[config.mk]
export PLATFORM = sky130hd
export DESIGN_NAME = processador_nbits
export DESIGN_NICKNAME = d
export VERILOG_FILES = /design/src/rtl/processador_nbits.sv
export SDC_FILE = /design/constraint.sdc
export NUM_CORES = 1
export LEC_CHECK = 0
export ABC_AREA = 1
export BUFFER_PORTS_ARGS = -buffer_cell sky130_fd_sc_hd__clkbuf_2
export CAP_MARGIN = 40
export CORE_UTILIZATION = 55
export CTS_BUF_LIST = sky130_fd_sc_hd__clkbuf_8
export DETAILED_ROUTE_END_ITERATION = 8
export GPL_ROUTABILITY_DRIVEN = 0
export GPL_TIMING_DRIVEN = 0
export HOLD_SLACK_MARGIN = 0.1
export PLACE_DENSITY = 0.76
export SYNTH_ARGS = -nofsm -noshare
export SYNTH_HDL_FRONTEND = slang
export SYNTH_SLANG_ARGS = --single-unit
[constraint.sdc]
create_clock -name clock -period 2.3 [get_ports clock]
set_input_delay 0.345 -clock clock [delete_from_list [all_inputs] [get_ports clock]]
set_output_delay 0.345 -clock clock [all_outputs]
set_load 0.1 [all_outputs]
[src/rtl/processador_nbits.sv]
// processador_nbits
// -----------------------------------------------------------------------------
// Multicycle accumulator processor with configurable data/address width.
// Every instruction is two words: an opcode word (opcode in bits [3:0]) and an
// operand word. Memory ops (LDA/STA/ADD/SUB/AND/OR/XOR) need a third access.
//
// Memory handshake: an access is open while mem_req=1. address, mem_we and
// to_memory stay constant until the rising edge that samples mem_req=1 and
// mem_ready=1; that edge completes the access. Read data on from_memory is
// taken on that same edge. mem_ready is don't-care while mem_req=0, and a new
// access may start right after the completing edge (back-to-back).
//
// Ports:
//   clock        system clock, rising edge
//   reset        asynchronous, active-low reset
//   from_memory  read data, valid on the completing edge
//   to_memory    write data (A during an STA access, 0 otherwise)
//   address      memory address
//   mem_req      access request
//   mem_we       1 = write, 0 = read (valid with mem_req)
//   mem_ready    access completion from memory
//   acc          accumulator A
//   done         high once HLT (or a trapped opcode) has executed
//   illegal      only with PROC_ILLEGAL_TRAP_EN: sticky illegal-opcode flag
//   dbg_state    current FSM state (FETCH_OP=0, FETCH_ARG=1, EXEC_MEM=2, HALT=3)
//
// Optional feature macro: PROC_ILLEGAL_TRAP_EN. When defined, opcodes C/D/E
// halt the core and raise illegal; otherwise they behave as NOP.
// -----------------------------------------------------------------------------
module processador_nbits #(
    parameter int                DATA_W   = 8,
    parameter int                ADDR_W   = 8,
    parameter logic [ADDR_W-1:0] RESET_PC = '0
) (
    input  logic              clock,
    input  logic              reset,
    input  logic [DATA_W-1:0] from_memory,
    output logic [DATA_W-1:0] to_memory,
    output logic [ADDR_W-1:0] address,
    output logic              mem_req,
    output logic              mem_we,
    input  logic              mem_ready,
    output logic [DATA_W-1:0] acc,
    output logic              done,
`ifdef PROC_ILLEGAL_TRAP_EN
    output logic              illegal,
`endif
    output logic [1:0]        dbg_state
);

    typedef enum logic [1:0] {
        FETCH_OP  = 2'd0,
        FETCH_ARG = 2'd1,
        EXEC_MEM  = 2'd2,
        HALT      = 2'd3
    } state_t;

    localparam logic [3:0] OP_LDI = 4'h1;
    localparam logic [3:0] OP_LDA = 4'h2;
    localparam logic [3:0] OP_STA = 4'h3;
    localparam logic [3:0] OP_ADD = 4'h4;
    localparam logic [3:0] OP_SUB = 4'h5;
    localparam logic [3:0] OP_AND = 4'h6;
    localparam logic [3:0] OP_OR  = 4'h7;
    localparam logic [3:0] OP_XOR = 4'h8;
    localparam logic [3:0] OP_JMP = 4'h9;
    localparam logic [3:0] OP_JZ  = 4'hA;
    localparam logic [3:0] OP_JC  = 4'hB;
    localparam logic [3:0] OP_HLT = 4'hF;

    state_t            state_q, state_d;
    logic [ADDR_W-1:0] pc_q, pc_d;
    logic [DATA_W-1:0] a_q, a_d;
    logic              z_q, z_d;
    logic              c_q, c_d;
    logic [3:0]        opc_q, opc_d;
    logic [ADDR_W-1:0] arg_q, arg_d;
`ifdef PROC_ILLEGAL_TRAP_EN
    logic              ill_q, ill_d;
`endif

    // Operand word viewed as an address: truncated or zero-extended to ADDR_W.
    logic [ADDR_W-1:0] word_addr;
    generate
        if (ADDR_W <= DATA_W) begin : g_addr_trunc
            assign word_addr = from_memory[ADDR_W-1:0];
        end else begin : g_addr_ext
            assign word_addr = {{(ADDR_W-DATA_W){1'b0}}, from_memory};
        end
    endgenerate

    // MSB of the extended sum is the carry; MSB of the extended difference is
    // the borrow (set exactly when A < M).
    logic [DATA_W:0] sum, diff;
    assign sum  = {1'b0, a_q} + {1'b0, from_memory};
    assign diff = {1'b0, a_q} - {1'b0, from_memory};

    logic [ADDR_W-1:0] pc_inc;
    assign pc_inc = pc_q + ADDR_W'(1);

    logic [DATA_W-1:0] alu_res;

    always_comb begin
        state_d = state_q;
        pc_d    = pc_q;
        a_d     = a_q;
        z_d     = z_q;
        c_d     = c_q;
        opc_d   = opc_q;
        arg_d   = arg_q;
        alu_res = a_q;
`ifdef PROC_ILLEGAL_TRAP_EN
        ill_d   = ill_q;
`endif
        case (state_q)
            FETCH_OP: begin
                if (mem_ready) begin
                    opc_d   = from_memory[3:0];
                    pc_d    = pc_inc;
                    state_d = FETCH_ARG;
                end
            end
            FETCH_ARG: begin
                if (mem_ready) begin
                    arg_d   = word_addr;
                    pc_d    = pc_inc;
                    state_d = FETCH_OP;
                    case (opc_q)
                        OP_LDI: begin
                            a_d = from_memory;
                            z_d = (from_memory == '0);
                        end
                        OP_JMP: pc_d = word_addr;
                        OP_JZ:  if (z_q) pc_d = word_addr;
                        OP_JC:  if (c_q) pc_d = word_addr;
                        OP_HLT: state_d = HALT;
                        OP_LDA, OP_STA, OP_ADD, OP_SUB,
                        OP_AND, OP_OR, OP_XOR: state_d = EXEC_MEM;
`ifdef PROC_ILLEGAL_TRAP_EN
                        4'hC, 4'hD, 4'hE: begin
                            state_d = HALT;
                            ill_d   = 1'b1;
                        end
`endif
                        default: ; // NOP (and undefined opcodes without the trap)
                    endcase
                end
            end
            EXEC_MEM: begin
                if (mem_ready) begin
                    state_d = FETCH_OP;
                    case (opc_q)
                        OP_LDA: alu_res = from_memory;
                        OP_ADD: begin
                            alu_res = sum[DATA_W-1:0];
                            c_d     = sum[DATA_W];
                        end
                        OP_SUB: begin
                            alu_res = diff[DATA_W-1:0];
                            c_d     = diff[DATA_W];
                        end
                        OP_AND: alu_res = a_q & from_memory;
                        OP_OR:  alu_res = a_q | from_memory;
                        OP_XOR: alu_res = a_q ^ from_memory;
                        default: alu_res = a_q;
                    endcase
                    // STA only completes the write; everything else here loads A.
                    if (opc_q != OP_STA) begin
                        a_d = alu_res;
                        z_d = (alu_res == '0);
                    end
                end
            end
            HALT: ;
            default: state_d = FETCH_OP;
        endcase
    end

    always_ff @(posedge clock or negedge reset) begin
        if (!reset) begin
            state_q <= FETCH_OP;
            pc_q    <= RESET_PC;
            a_q     <= '0;
            z_q     <= 1'b0;
            c_q     <= 1'b0;
            opc_q   <= '0;
            arg_q   <= '0;
`ifdef PROC_ILLEGAL_TRAP_EN
            ill_q   <= 1'b0;
`endif
        end else begin
            state_q <= state_d;
            pc_q    <= pc_d;
            a_q     <= a_d;
            z_q     <= z_d;
            c_q     <= c_d;
            opc_q   <= opc_d;
            arg_q   <= arg_d;
`ifdef PROC_ILLEGAL_TRAP_EN
            ill_q   <= ill_d;
`endif
        end
    end

    // Bus outputs are gated by reset so an access in flight is dropped the
    // moment reset asserts, without waiting for a clock edge.
    assign mem_req   = reset && (state_q != HALT);
    assign mem_we    = reset && (state_q == EXEC_MEM) && (opc_q == OP_STA);
    assign address   = !reset ? '0 : ((state_q == EXEC_MEM) ? arg_q : pc_q);
    assign to_memory = mem_we ? a_q : '0;
    assign acc       = a_q;
    assign done      = (state_q == HALT);
    assign dbg_state = state_q;
`ifdef PROC_ILLEGAL_TRAP_EN
    assign illegal   = ill_q;
`endif

endmodule

==> results of run 1 <==
synthesized netlist by cell type, drive strengths merged (2+ instances only):
cell	instances	area, um^2
buf	7	33.8
nor3	6	35.0
o22ai	5	31.3
nand4	6	37.5
inv	72	270
o21ai	48	244
nand3	45	225
ha	30	375
a31oi	4	25.0
fa	2	40.0
dfrtp	32	801
nor2	65	272
a22oi	4	30.0
nand2	133	509
clkbuf	3	11.3
a21oi	30	150
power groups by stage:
stage / clock [mW] / sequential (mW) / combinational (mW)
4_1_cts: 0.570 / 1.14 / 4.32
3_3_place_gp: 0 / 1.13 / 4.09
5_1_grt: 0.595 / 1.19 / 4.91
6_report: 0.572 / 1.15 / 4.53
3_5_place_dp: 0 / 1.15 / 4.17
2_1_floorplan: 0 / 1.70 / 2.75
metal layers:
| layer | global-route usage [%] | vias up | share of wire, % |
|---|---|---|---|
| li1 | - | 1742 | - |
| met5 | 0 | - | 0 |
| met2 | 59.2 | 182 | 48 |
| met1 | 44.5 | 1682 | 41 |
| met4 | 14.5 | 0 | 3.6 |
| met3 | 5.18 | 44 | 7.2 |
metrics by stage:
| step | total power, mW | instances | hold slack (ns) | TNS [ns] |
|---|---|---|---|---|
| floorplan | 4.45 | 500 | 0.0494 | -6.76 |
| global placement | 5.22 | 611 | 0.461 | -6.24 |
| detailed placement | 5.32 | 612 | 0.218 | -2.79 |
| CTS | 6.03 | 628 | 0.336 | -0.297 |
| global route | 6.69 | 632 | 0.352 | -1.53 |
| finish | 6.25 | 632 | 0.341 | -0.692 |
flip-flops by register name, summed over array words and instances, names as in the netlist:
signal,count
acc,8
pc_q,8
opc_q,4
arg_q,8
z_q,1
c_q,1
dbg_state,2
kinds of logic (layout without fill, tap and decap cells):
kind of cell	after synthesis	in the layout	share of synthesized area, %
adders and majority gates	32	32	13.2
DFF	32	32	25.4
and+or+nand+nor	256	256	34.4
buffers and inverters	82	142	9.99
AOI/OAI and AO/OA	96	96	16.5
xor gates and xnor gates	2	2	0.555
critical path: stages (launching register included):
cell        delay, ns
dfrtp_2          0.47
inv_4            0.11
nand2_2          0.10
nor3_4           0.24
inv_2            0.09
nor2_4           0.15
clkinvlp_4       0.12
buf_12           0.17
nor2_4           0.10
clkbuf_16        0.21
how the worst min path moves through the flow:
stage                         startpoint            to  slack [ns]  cells after the start
after floorplan                    reset        acc[3]        0.05                      0
after global placement          arg_q[3]      arg_q[3]        0.46                      2
after detailed placement           reset  dbg_state[0]        0.22                      1
after CTS                 from_memory[5]       pc_q[5]        0.34                      3
after global routing      from_memory[5]       pc_q[5]        0.35                      3
final                     from_memory[5]       pc_q[5]        0.34                      3
area by class of cell:
class	count	area share, %
repair buffers	52	13.2
multi-input cells	386	54.0
inverters	72	6.80
well taps	72	2.16
clock buffers	5	1.65
plain buffers	10	1.29
clock inverters	3	1.02
flip-flops and latches	32	19.9
timing repair:
action                                  4_1_cts  5_1_grt
gates cloned                                  0        0
hold buffers                                  2        0
pin swaps                                     5        5
gates resized for setup                      47       20
setup buffers                                 6        4
hold endpoints to repair                      6        0
endpoints found under the setup margin       19       23
==> impl_results.md, run 1 <==
* Area occupied by multi-input gates at 0.00226 mm^2
* Chip width at 77.7 um
* Diodes inserted at 0
* Final setup fails at 8
* Reg power frac at 18.4%
* Vias in the first global route at 3402
* Max-Cap Viols at 0
* Drc violations at 0
* Clock transition at path regs at 0.08 ns
* Crit Path Max Fanout at 8
* RSZ-0062 raised after global routing: yes
* Syn avg cell area at 6.31 um^2
* Crit path launch type: register
* Synth Cell Area at 0.00316 mm^2
* Initial core utilization at 57.3%
* FF-to-FF setup slack at 0.07 ns
* Num Clock Sinks at 32
* CP endpoint kind: output port
* Fin area at 0.00418 mm^2
* Synth cell types at 32
* Core Area at 0.00551 mm^2
* RR Endpoint: z_q
* Post-synthesis sequential area ratio at 25.4%
* Commonest non-fill, non-tap cell in the layout: nand2_1
* Post-DR wirelength/cell at 16.3 um
* Number of fill cells at 436
* Setup Skew at 0.00754 ns
* Buffers on Ports at 39
* Largest net degree at the start of global routing at 35
* Routed WL at 10300 um
* Worst Setup SP: opc_q[3]
* Leak at 2.03 nW
* # IOs at 40
* Final hold viol count at 0
* Clk root buf: clkbuf_8
* Cts bufs inserted at 5
* Grt ovf at 0
* NetSw at 3.80 mW
* Worst VDD drop at 0.00101 V
* Initial antenna violation count at 0
* Reg area at 830 um^2
* R2R cell count at 15
* Nets@finish at 602
* Asr flop ratio synth at 100%
* Reg2reg start: acc[0]
* Worst setup margin at -0.100 ns
* Kind of critical path: reg -> out
* Final worst path period share at 104%
* H-tree depth at 2
* Vias at 3650
* Bufs on Longest Clock Path at 2
* Place WS at -0.262 ns
* Tmin final at 2.40 ns
* Die area at 0.00604 mm^2
* Worst hold path class: in -> reg
* Least-Margin Pin Slew at 0.696 ns
* Status: complete, but fails checks
* 1st-iter DRT viols at 465
* Power per standard cell area at 1500 mW/mm^2
* Post-Synthesis Cells at 500
* Syn_nets at 543
* Warnings, synthesis at 0
* Vias/cell at 5.78
* F_max at 0.417 GHz
* Combinational share of power at 72.4%
* Worst-skew pair later-pin latency at 0.30 ns
* Synthesized flop and latch total at 32
* Share of cells above drive strength 1 at 23.2%
* Post-DP Area at 0.00368 mm^2
* CTS tree: done
* Switching part of the total power at 60.8%
* Total global-route track usage at 35.1%
* HPWL after detailed placement at 7440 um
* Site row count at 27
* CP required at 1.96 ns
* Antenna viol nets, final at 0
* Final Util at 75.8%
* Max_slew headroom at 53.5%
* Number of synthesized flops with an enable pin at 0
* Clock power share at 9.1%
* Most frequent cells in the layout: nand2_1 (129), inv_1 (64), o21ai_0 (44), nor2_1 (44), nand3_1 (44)
* Main synth FF type: dfrtp_1
* Area added between synthesis and finish at 32.4%
* First drt pass iteration count at 6
* Worst EP arrival at 2.06 ns
* Internal Power at 2.45 mW
* Global-route wire length before repair at 16500 um
* Critical Path End: to_memory[2]
* Die height at 77.7 um
* Failing checks: negative setup slack
* Final slew viol count at 0
Power figures use the tool's default switching activity.
==> run 2: changes to the inputs <==
--- a/config.mk
+++ b/config.mk
@@ -12,7 +12,7 @@
 export CTS_BUF_LIST = sky130_fd_sc_hd__clkbuf_8
 export DETAILED_ROUTE_END_ITERATION = 8
 export GPL_ROUTABILITY_DRIVEN = 0
-export GPL_TIMING_DRIVEN = 0
+export GPL_TIMING_DRIVEN = 1
 export HOLD_SLACK_MARGIN = 0.1
 export PLACE_DENSITY = 0.76
 export SYNTH_ARGS = -nofsm -noshare
==> run 2 against run 1 <==
  * Highest routed layer unchanged
  * The run still ends with negative setup slack left
  * Maximum frequency up 3.1%
  * Setup slack improved by 0.072 ns
  * Count of clock-buffer cells in the layout is 1 higher
  * Sequential cell count is the same
  * Combinational power is 3% higher
  * First-iteration DRC count shrank 7.1%
==> impl_results.md, run 2 (same netlist as run 1, synthesis figures left out) <==
* CP top delay family: buffers and inverters
* Vias in the first global route at 3555 (+4.5%)
* Drc violations at 0 (unchanged)
* CTS tree: done
* Share of cells above drive strength 1 at 23.6% (+0.37 points)
* Tmin final at 2.33 ns (-0.0716 ns)
* Fin area at 0.00426 mm^2 (+1.9%)
* Kind of critical path: reg -> out
* HPWL after detailed placement at 7480 um (+0.51%)
* Number of fill cells at 411 (-5.7%)
* Crit path buf inv count at 5 (unchanged)
* CP required at 1.96 ns (about the same)
* First drt pass iteration count at 5 (-1)
* Failing checks: negative setup slack
* Setup Skew at 0.00822 ns (+0.000684 ns)
* Crit-path cells: inv_4, nand2_2, nor3_4, inv_2, nor2_4, clkinvlp_4, buf_12, nor2_4, buf_12
* Chip width at 77.7 um (unchanged)
* Final slew viol count at 0 (unchanged)
* Max-Cap Viols at 0 (unchanged)
* Die height at 77.7 um (unchanged)
* Area occupied by multi-input gates at 0.00226 mm^2 (+0.28%)
* Clock transition at path regs at 0.07 ns (about the same)
* Post-DR wirelength/cell at 16.1 um (-1.2%)
* Total global-route track usage at 35.8% (+0.72 points)
* Clk root buf: clkbuf_8
* Site row count at 27 (unchanged)
* Diodes inserted at 0 (unchanged)
* Final hold viol count at 0 (unchanged)
* Least-Margin Pin Slew at 0.547 ns (-0.149 ns)
* Initial antenna violation count at 0 (unchanged)
* CP endpoint kind: output port
* 1st-iter DRT viols at 432 (-7.1%)
* Area added between synthesis and finish at 34.9%
* Antenna viol nets, final at 0 (unchanged)
* Routed WL at 10200 um (-0.53%)
* Largest net degree at the start of global routing at 41 (+17%)
* Place WS at 0.0524 ns (+0.315 ns)
* Initial core utilization at 57.3% (unchanged)
* Max_slew headroom at 63.7% (+10 points)
* Worst setup margin at -0.0288 ns (+0.0716 ns)
* Leak at 2.06 nW (+1.3%)
* Master of the slowest instance on the critical path: dfrtp_2
* WL met2 at 4820 um (-1.9%)
* Met3 wire len at 910 um (+23%)
* Worst-skew pair later-pin latency at 0.29 ns (about the same)
* Post-DP Area at 0.00406 mm^2 (+10%)
* Final setup fails at 8 (unchanged)
* Vias at 3698 (+1.3%)
* Die area at 0.00604 mm^2 (unchanged)
* Worst VDD drop at 0.000924 V (-8.2%)
* Bufs on Longest Clock Path at 2 (unchanged)
* Power per standard cell area at 1480 mW/mm^2 (-1.2%)
* Status: complete, but fails checks
* Non-Filler Instances at 636 (+0.63%)
* RSZ-0062 raised after global routing: yes
* Final Util at 77.3% (+1.5 points)
* Grt ovf at 0 (unchanged)
* Met1 wire length at 4150 um (-2.0%)
* Commonest non-fill, non-tap cell in the layout: nand2_1
* Crit path launch type: register
* TNS Setup at -0.132 ns (+0.560 ns)
* Worst hold path class: in -> reg
* Cts bufs inserted at 5 (unchanged)
* Crit Path Max Fanout at 8 (unchanged)
* Reg area at 826 um^2 (-0.45%)
* Critical path's largest stage delay at 0.47 ns (about the same)
* # IOs at 40 (unchanged)
* Most frequent cells in the layout: nand2_1 (128), inv_1 (64), nor2_1 (47)
* Nets@finish at 606 (+0.66%)
* Final worst path period share at 101% (-3.1 points)
* Num Clock Sinks at 32 (unchanged)
* Buffers on Ports at 39 (unchanged)
* Top Metal Used: met4
* Worst EP arrival at 1.98 ns (-0.08 ns)
* Dpl cells at 621 (+1.5%)
* Global-route wire length before repair at 16900 um (+2.6%)
* F_max at 0.429 GHz (+3.1%)
* Vias/cell at 5.81 (+0.68%)
* Core Area at 0.00551 mm^2 (unchanged)
* H-tree depth at 2 (unchanged)
-- run 2: timing repair --
| item | CTS | global route |
|---|---|---|
| setup endpoints to repair | 13 | 20 |
| gates cloned | 0 | 0 |
| hold buffers | 1 | 0 |
| hold endpoints to repair | 32 | 0 |
| pin swaps | 3 | 3 |
| buffers inserted | 4 | 2 |
| gates resized for setup | 0 | 15 |
-- run 2: tightest hold or removal path: cells and delay by family --
family | cells | cell delay [ns]
AOI/OAI and AO/OA | 1 | 0.06
buffers and inverters | 1 | 0.12
and+or+nand+nor | 1 | 0.08
-- run 2: path summary, 6_finish.rpt --
check                                    start           end  slack (ns)  cells after the start
worst max register to register          acc[0]           z_q        0.11                     11
worst min-delay path            from_memory[5]       pc_q[5]        0.36                      3
max in group asynchronous                reset        acc[4]        1.52                      3
worst min register to register        arg_q[6]      arg_q[6]        0.49                      2
worst max-delay path                  opc_q[3]  to_memory[6]       -0.03                      9
min in group asynchronous                reset  dbg_state[0]        0.56                      3
-- run 2: layout make-up --
cell class / count / share of cell area (%)
multi-input combinational: 386 / 53.2
timing repair buffer: 66 / 16.4
tap: 72 / 2.12
clock buffer: 6 / 1.94
inverter: 72 / 6.70
clock inverter: 2 / 0.235
sequential: 32 / 19.4
-- run 2: routing by layer --
layer	global-route usage [%]	vias up
li1	-	1746
met3	5.76	36
met2	58.3	204
met1	46.8	1712
met4	15.1	0
met5	0	-
-- run 2: through the flow --
stage	power [mW]	hold WS (ns)
CTS	6.11	0.357
finish	6.29	0.356
global placement	5.48	0.343
global route	6.77	0.357
detailed placement	5.60	0.345
floorplan	4.45	0.0494
-- run 2: power by group --
part           internal, mW  switching [mW]
clock                 0.239           0.231
sequential            0.861           0.287
combinational          1.40            3.27
total                  2.50            3.79
==> run 3: changes to the inputs <==
--- a/config.mk
+++ b/config.mk
@@ -8,6 +8,7 @@
 export ABC_AREA = 1
 export BUFFER_PORTS_ARGS = -buffer_cell sky130_fd_sc_hd__clkbuf_2
 export CAP_MARGIN = 40
+export CORE_MARGIN = 2
 export CORE_UTILIZATION = 55
 export CTS_BUF_LIST = sky130_fd_sc_hd__clkbuf_8
 export DETAILED_ROUTE_END_ITERATION = 8
@@ -15,6 +16,7 @@
 export GPL_TIMING_DRIVEN = 1
 export HOLD_SLACK_MARGIN = 0.1
 export PLACE_DENSITY = 0.76
+export SETUP_SLACK_MARGIN = 0.3
 export SYNTH_ARGS = -nofsm -noshare
 export SYNTH_HDL_FRONTEND = slang
 export SYNTH_SLANG_ARGS = --single-unit
==> run 3 against run 2 <==
  * Sequential cell count unchanged
  * The run still ends with negative setup slack left
  * Setup slack improved by 0.0023 ns
  * First-iteration DRC count grew 22%
  * Power rose by 16%
==> impl_results.md, run 3 (same netlist as run 1, synthesis figures left out) <==
* Status: complete, but fails checks
* Failing checks: negative setup slack
* Master of the slowest instance on the critical path: dfrtp_4
* Setup Skew at 0.0156 ns (+0.00743 ns)
* Worst hold path class: in -> async
* Global-route wire length before repair at 17300 um (+2.3%)
* Critical path's largest stage delay at 0.49 ns (+0.02 ns)
* Worst VDD drop at 0.00160 V (+74%)
* Final worst path period share at 101% (about the same)
* Crit path launch type: register
* Dpl cells at 618 (-0.48%)
* Nets@finish at 624 (+3.0%)
* Site row count at 27 (unchanged)
* Routed WL at 11700 um (+14%)
* FF-to-FF setup slack at 0.08 ns (-0.03 ns)
* Reg2reg start: acc[0]
* Post-DR wirelength/cell at 17.9 um (+11%)
* CTS tree: done
* Cts bufs inserted at 5 (unchanged)
* Buffers on Ports at 39 (unchanged)
* Area added between synthesis and finish at 48.4%
* Grt ovf at 0 (unchanged)
* Leak at 2.18 nW (+6.0%)
* Worst setup margin at -0.0266 ns (+0.00225 ns)
* Die height at 79.7 um (+2.6%)
* Most frequent cells in the layout: nand2_1 (114), inv_1 (58), nor2_1 (41)
* Num Clock Sinks at 32 (unchanged)
* CP endpoint kind: output port
* Number of fill cells at 355 (-14%)
* Worst-skew pair later-pin latency at 0.31 ns (+0.02 ns)
* Commonest non-fill, non-tap cell in the layout: nand2_1
* Initial antenna violation count at 0 (unchanged)
* # IOs at 40 (unchanged)
* Clk root buf: clkbuf_8
* Total global-route track usage at 34.9% (-0.89 points)
* Chip width at 79.7 um (+2.6%)
* Die area at 0.00636 mm^2 (+5.2%)
* First drt pass iteration count at 5 (unchanged)
* Final slew viol count at 0 (unchanged)
* Worst EP arrival at 1.98 ns (about the same)
* 1st-iter DRT viols at 525 (+22%)
* Clock transition at path regs at 0.09 ns (+0.02 ns)
* F_max at 0.430 GHz (about the same)
* H-tree depth at 2 (unchanged)
* Vias/cell at 6.11 (+5.1%)
* Max-Cap Viols at 0 (unchanged)
* R2R cell count at 14 (+3)
* CP top delay family: buffers and inverters
* Crit path buf inv count at 6 (+1)
* Final setup fails at 4 (-4)
* HPWL after detailed placement at 7480 um (about the same)
* Worst hold slack at 0.178 ns (-0.178 ns)
* Final hold viol count at 0 (unchanged)
* Bufs on Longest Clock Path at 2 (unchanged)
* Crit Path Max Fanout at 8 (unchanged)
* RR Endpoint: z_q
* Power per standard cell area at 1560 mW/mm^2 (+5.4%)
* Vias in the first global route at 3629 (+2.1%)
* Drc violations at 0 (unchanged)
* Vias at 3998 (+8.1%)
* Kind of critical path: reg -> out
* RSZ-0062 raised after global routing: yes
* Initial core utilization at 57.0% (-0.35 points)
* Diodes inserted at 0 (unchanged)
* Core Area at 0.00554 mm^2 (+0.61%)
* Share of cells above drive strength 1 at 33.7% (+10 points)
* CP required at 1.96 ns (about the same)
* Largest net degree at the start of global routing at 24 (-41%)
* Non-Filler Instances at 654 (+2.8%)
* Tmin final at 2.33 ns (-0.00225 ns)
* Least-Margin Pin Slew at 0.544 ns (-0.00272 ns)
* Antenna viol nets, final at 0 (unchanged)
* Max_slew headroom at 63.9% (+0.18 points)
* Crit-path cells: inv_4, ha_4, inv_4, nor3_4, inv_2, nor2_4, clkinvlp_4, buf_12, nor2_4, buf_12
## run 3: changes by cell type in the layout (fill, tap and decap cells not counted), sizes merged
cell and change:
buf +18, clkbuf -1, bufinv +1
## run 3: where the power goes
| part | leakage, nW | switching [mW] | internal, mW |
|---|---|---|---|
| clock network | 0.0593 | 0.260 | 0.318 |
| registers | 0.381 | 0.275 | 0.877 |
| logic | 1.74 | 3.76 | 1.81 |
## run 3: how the worst max path moves through the flow
stage	startpoint	end	depth (start not counted)
3_5_place_dp	from_memory[3]	z_q	15
5_1_grt	dbg_state[0]	to_memory[7]	10
6_report	dbg_state[0]	to_memory[3]	10
2_1_floorplan	dbg_state[0]	to_memory[0]	8
4_1_cts	dbg_state[0]	to_memory[0]	10
3_3_place_gp	from_memory[3]	z_q	15
## run 3: layer usage
| layer | share of wire [%] | up-vias | wire, um | global-route usage, % |
|---|---|---|---|---|
| li1 | - | 1785 | - | - |
| met1 | 38 | 1821 | 4470 | 45.1 |
| met2 | 45 | 305 | 5240 | 55.5 |
| met3 | 11 | 87 | 1320 | 8.14 |
| met4 | 5.5 | 0 | 644 | 15.4 |
| met5 | 0 | - | 0 | 0 |
## run 3: timing repair
action,4_1_cts,5_1_grt
pin swaps,11,26
setup endpoints to repair,22,29
hold endpoints to repair,23,0
hold buffers,2,0
resized for setup,20,51
buffers inserted,7,19
## run 3: cell type report
class / instances / area [um^2] / area share (%)
multi-input combinational: 386 / 2490 / 53.2
clock inverter: 3 / 38.8 / 0.828
inverter: 72 / 295 / 6.31
sequential: 32 / 836 / 17.9
timing repair buffer: 84 / 862 / 18.4
tap: 72 / 90.1 / 1.92
clock buffer: 5 / 68.8 / 1.47
## run 3: worst register-to-register path: stages, from the launching register on
cell and delay [ns]:
dfrtp_4 0.46, clkinv_4 0.07, ha_4 0.16, fa_2 0.38, nor2_2 0.10, nor2_1 0.05, nand2_1 0.07, nand2_1 0.05
nor2_1 0.11, nand2_1 0.09, nor2_2 0.15, nand3_2 0.10, nor2_2 0.14, nand3_1 0.11, a21oi_2 0.13
## run 3: per-stage QoR
| stage | power, mW | worst slack [ns] | setup TNS, ns | instance area, um^2 | utilization (%) |
|---|---|---|---|---|---|
| after global routing | 7.68 | -0.101 | -0.714 | 4680 | 84.5 |
| after CTS | 6.45 | 0.00401 | 0 | 4350 | 78.5 |
| final | 7.29 | -0.0266 | -0.0649 | 4680 | 84.5 |
| after detailed placement | 5.69 | 0.0718 | 0 | 4110 | 74.1 |
| after global placement | 5.61 | 0.121 | 0 | 4110 | 74.1 |
| after floorplan | 4.58 | -0.849 | -6.76 | 3460 | - |
